**src/rtl/vga_sync_gen.sv**
```systemverilog
// ---------------------------------------------------------------------------
// vga_sync_gen
//   Free-running VGA raster timing generator (640x480 @ 25 MHz by default).
//   Two counters sweep the raster (column fastest); every output is registered
//   and derived from the *next* counter value, so hsync/vsync/active and the
//   strobes always line up with col_count/row_count in the same cycle.
//
// Ports
//   clock        in   pixel clock, rising edge
//   reset_n      in   asynchronous active-low reset
//   enable       in   pixel advance enable; everything holds when low
//   hsync        out  horizontal sync, polarity set by SYNC_ACTIVE_LOW
//   vsync        out  vertical sync, polarity set by SYNC_ACTIVE_LOW
//   active       out  high while (col_count,row_count) is visible
//   col_count    out  current column, 0..TOTAL_COLS-1
//   row_count    out  current row, 0..TOTAL_ROWS-1
//   line_start   out  one-cycle pulse when col_count steps to 0
//   frame_start  out  one-cycle pulse when the counters step to (0,0)
//   frame_count  out  frames started since reset, modulo 256
// ---------------------------------------------------------------------------
module vga_sync_gen #(
  parameter int TOTAL_COLS      = 800,
  parameter int TOTAL_ROWS      = 525,
  parameter int ACTIVE_COLS     = 640,
  parameter int ACTIVE_ROWS     = 480,
  parameter int H_FRONT_PORCH   = 16,
  parameter int H_SYNC_WIDTH    = 96,
  parameter int V_FRONT_PORCH   = 10,
  parameter int V_SYNC_WIDTH    = 2,
  parameter int SYNC_ACTIVE_LOW = 1
) (
  input  logic       clock,
  input  logic       reset_n,
  input  logic       enable,
  output logic       hsync,
  output logic       vsync,
  output logic       active,
  output logic [9:0] col_count,
  output logic [9:0] row_count,
  output logic       line_start,
  output logic       frame_start,
  output logic [7:0] frame_count
);

  localparam int HS_FIRST = ACTIVE_COLS + H_FRONT_PORCH;
  localparam int HS_LAST  = HS_FIRST + H_SYNC_WIDTH - 1;
  localparam int VS_FIRST = ACTIVE_ROWS + V_FRONT_PORCH;
  localparam int VS_LAST  = VS_FIRST + V_SYNC_WIDTH - 1;

  localparam logic [9:0] COL_LAST = 10'(TOTAL_COLS - 1);
  localparam logic [9:0] ROW_LAST = 10'(TOTAL_ROWS - 1);

  // XOR-ing an "asserted" flag with this gives the pin level; it is also the
  // idle (deasserted) level of both sync outputs.
  localparam logic SYNC_IDLE = (SYNC_ACTIVE_LOW != 0);

  if (HS_FIRST + H_SYNC_WIDTH > TOTAL_COLS) begin : g_bad_htiming
    $error("vga_sync_gen: horizontal active+porch+sync exceeds TOTAL_COLS");
  end
  if (VS_FIRST + V_SYNC_WIDTH > TOTAL_ROWS) begin : g_bad_vtiming
    $error("vga_sync_gen: vertical active+porch+sync exceeds TOTAL_ROWS");
  end
  if (TOTAL_COLS > 1024 || TOTAL_ROWS > 1024) begin : g_bad_size
    $error("vga_sync_gen: TOTAL_COLS/TOTAL_ROWS must fit a 10-bit counter");
  end

  logic       col_wrap;
  logic       frame_wrap;
  logic [9:0] col_nxt;
  logic [9:0] row_nxt;
  logic       hs_on_nxt;
  logic       vs_on_nxt;
  logic       act_nxt;

  // Next raster position and the flags that belong to it.
  always_comb begin
    col_wrap   = (col_count == COL_LAST);
    frame_wrap = col_wrap && (row_count == ROW_LAST);
    col_nxt    = col_wrap ? 10'd0 : col_count + 10'd1;
    row_nxt    = row_count;
    if (col_wrap) begin
      row_nxt = (row_count == ROW_LAST) ? 10'd0 : row_count + 10'd1;
    end
    hs_on_nxt = (int'(col_nxt) >= HS_FIRST) && (int'(col_nxt) <= HS_LAST);
    vs_on_nxt = (int'(row_nxt) >= VS_FIRST) && (int'(row_nxt) <= VS_LAST);
    act_nxt   = (int'(col_nxt) < ACTIVE_COLS) && (int'(row_nxt) < ACTIVE_ROWS);
  end

  // Reset parks the counters on the last pixel so the first enabled edge
  // lands on (0,0) and produces a frame_start.
  always_ff @(posedge clock or negedge reset_n) begin
    if (!reset_n) begin
      col_count   <= COL_LAST;
      row_count   <= ROW_LAST;
      hsync       <= SYNC_IDLE;
      vsync       <= SYNC_IDLE;
      active      <= 1'b0;
      line_start  <= 1'b0;
      frame_start <= 1'b0;
      frame_count <= 8'd0;
    end else begin
      // Strobes fall on every edge; they only rise on an advancing edge.
      line_start  <= 1'b0;
      frame_start <= 1'b0;
      if (enable) begin
        col_count   <= col_nxt;
        row_count   <= row_nxt;
        hsync       <= hs_on_nxt ^ SYNC_IDLE;
        vsync       <= vs_on_nxt ^ SYNC_IDLE;
        active      <= act_nxt;
        line_start  <= col_wrap;
        frame_start <= frame_wrap;
        if (frame_wrap) begin
          frame_count <= frame_count + 8'd1;
        end
      end
    end
  end

endmodule

```
**config.mk**
```make
export PLATFORM = sky130hd
export DESIGN_NAME = vga_sync_gen
export DESIGN_NICKNAME = d
export VERILOG_FILES = /design/src/rtl/vga_sync_gen.sv
export SDC_FILE = /design/constraint.sdc
export NUM_CORES = 1
export LEC_CHECK = 0
export ABC_AREA = 1
export CAP_MARGIN = 15
export CORE_MARGIN = 5
export CORE_UTILIZATION = 30
export CTS_CLUSTER_SIZE = 14
export DETAILED_ROUTE_END_ITERATION = 10
export HOLD_SLACK_MARGIN = 0.12
export PLACE_DENSITY = 0.51
export SLEW_MARGIN = 20
export SYNTH_ARGS = -nofsm -noshare
export SYNTH_HDL_FRONTEND = slang
export SYNTH_SLANG_ARGS = --single-unit
export TNS_END_PERCENT = 1
```
**constraint.sdc**
```tcl
create_clock -name clock -period 3.6 [get_ports clock]
set_input_delay 0.36 -clock clock [delete_from_list [all_inputs] [get_ports clock]]
set_output_delay 0.36 -clock clock [all_outputs]
set_load 0.01 [all_outputs]
```
==> metrics.txt <==
status completed; number of fill cells roughly 700; Mean Syn Cell Area 7.58 um^2; Switch Pwr ~0.43 mW; io pins 36; synthesized-area fraction occupied by adder cells 0.0303; setup violators final 0; post-CTS setup repair buffer count 0; drt pass-1 iters 4; Cells after Synth between 200 and 300; final setup margin roughly 1600 ps; max-cap viol count 0; vias per inst about 4.7; Compound-Gate Fraction of Synth Area 0.0740; post-synthesis mux area share 0; top_reg_cell synth dfrtp_1; Yosys top cell by area dfrtp_1; asr flop ratio synth 1.00; Final Hold Viols 0; synthesized area about 2100 um^2; leakage approximately 1.2 nW; share of the synthesized area in the top cell type 0.255; Gate power share 0.286; Reg power frac 0.421; Core Util, Final 0.386; Place WS ~1600 ps; port bufs 35; Pwr Total around 1.3 mW; Arr. time, crit path 2190 ps; DRC viols 0; synthesized flop and latch total 33; Crit Path Class reg2reg; P&R area growth vs syn 26.6%; Startpoint Class register; floorplan row count 30; syn nets 280; fin. max-slew vios 0; antenna-violating nets left 0; Internal Dissipation 0.815 mW; Vias between 1500 and 2000; largest family of logic cells by synthesized area simple AND/OR/NAND/NOR gates; CTS max path bufs 2; post-layout min period between 2000 and 2500 ps; Clock transition at path regs about 80 ps; FMAX between 400 and 500 MHz; NumNets Final approximately 320; Hold Buf Count CTS 0; Initial Util 0.305; Tcrit/Tclk final 0.559; share of cells above drive strength 1 0.116; chip height slightly above 90 um; R2R Setup Slk 1590 ps; synth unique cells 30; Post-Synth XOR/XNOR Area 0.0467; CP max FO 17; DP HPWL ~3.7 mm; slew margin rel. 0.716; largest cells by area after synthesis dfrtp_1, dfstp_2, nand2_1; Net Sw Frac 0.348; Max H-tree Level 2; initial antenna violation count 0; DP Area about 2500 um^2; power share of the clock group 0.293; CTS buffer count 5; global-route wire length before repair ~8.5 mm; Root Buffer clkbuf_8; Synth Warn # 0; grt ovf 0; most common cell in the netlist nand2_1; sequential fraction of the synthesis area 0.408; Cell Pwr Density roughly 480 nW/um^2; die area ~8600 um^2; critical path endpoint category register; WP data required around 3800 ps; GPL Wtd Cong 0.810; VDD IR max ~0.19 mV; Worst Clk Skew around 12 ps; synth cell count leaders nand2_1, nor2_1, inv_1; gr usage total 0.123; cells on worst reg2reg path 10; Final TNS setup 0 ps; clk_lat worst skew ~300 ps; post-CTS sizing 0; chip width ~93 um; Post-synth EDFFs 0; RSZ-0062 raised after global routing no; Core Footprint between 6000 and 7000 um^2; RR Startpoint col_count[1]; DR iter-0 viols 105; Worst R2R End active; slew at the pin with the worst max-slew slack ~430 ps; vias in the first global route around 1700; Routed WL 5.16 mm; TritonCTS clock tree done; fin area roughly 2600 um^2; antenna diode count 0; simple-gate share of the synthesized area 0.363; HP Class in2async; Sink Count 33; Wirelength per Cell 13.2 um; pin count of the biggest net entering global routing 34
## cell families after synthesis
group                    after synthesis
buffers and inverters                 39
AO/OA/AOI/OAI                         29
AND/OR/NAND/NOR                      155
flip-flops                            33
XOR/XNOR                              11
adder cells (fa/ha/maj)                5
## placed cells by master, fill, tap and decap left out, drive strengths merged, types with 2 or more instances in the layout
master / instances
xnor2: 5
xor2: 6
dfrtp: 21
nor2: 37
ha: 5
inv: 31
a21oi: 3
nor3: 3
clkbuf: 5
buf: 3
clkdlybuf4s50: 35
dfstp: 12
o21ai: 23
nand3: 30
nand4: 5
nand2: 80
clkinv: 2
## per-stage QoR
step,hold WS (ps),instances
floorplan,64.4,272
detailed placement,482,383
CTS,486,391
finish,468,391
global placement,491,383
global route,524,391
## power by group through the flow
stage                     Combinational, mW  Sequential (mW)  Clock [mW]
after floorplan                       0.192            0.536           0
after global placement                0.363            0.533           0
after detailed placement              0.362            0.533           0
after CTS                             0.363            0.527       0.374
after global routing                  0.396            0.538       0.390
final                                 0.358            0.526       0.366
## flip-flops by register name (all words and copies together), names as in the netlist
signal / flops
line_start: 1
vsync: 1
row_count: 10
hsync: 1
col_count: 10
active: 1
frame_start: 1
frame_count: 8
## metal layers
metal	global-route usage	vias to the layer above	share of wire
met4	0.0342	0	0.0062
met2	0.196	51	0.46
met1	0.162	842	0.47
met5	0	-	0
li1	-	939	-
met3	0.0382	2	0.063
## final cells by class
type,count,area (um^2),share of cell area
repair buffers,38,373,0.143
flip-flops and latches,33,841,0.322
clock buffers,5,68.8,0.0264
multi-input cells,200,1060,0.407
inverters,32,120,0.0460
well taps,80,100,0.0384
clock inverters,3,46.3,0.0177
## critical path, stage by stage, from the launching register on
cell and delay, ps:
dfstp_2 590, ha_1 220, nand2_4 100, nor2_4 160
nand3_4 210, nand3_1 200, nand3_1 90, nor2_1 150
nor2_1 60, nand3_1 80, nand2_1 50
## worst max path at each step
stage	slack, ps	startpoint	depth (start not counted)	end
after floorplan	1760	col_count[1]	9	frame_count[7]
after global placement	1570	enable	6	row_count[1]
after detailed placement	1590	col_count[1]	10	active
after CTS	1580	col_count[1]	10	active
after global routing	1440	col_count[1]	11	vsync
final	1590	col_count[1]	10	active
Note: power is estimated with default switching activity, not from simulation.
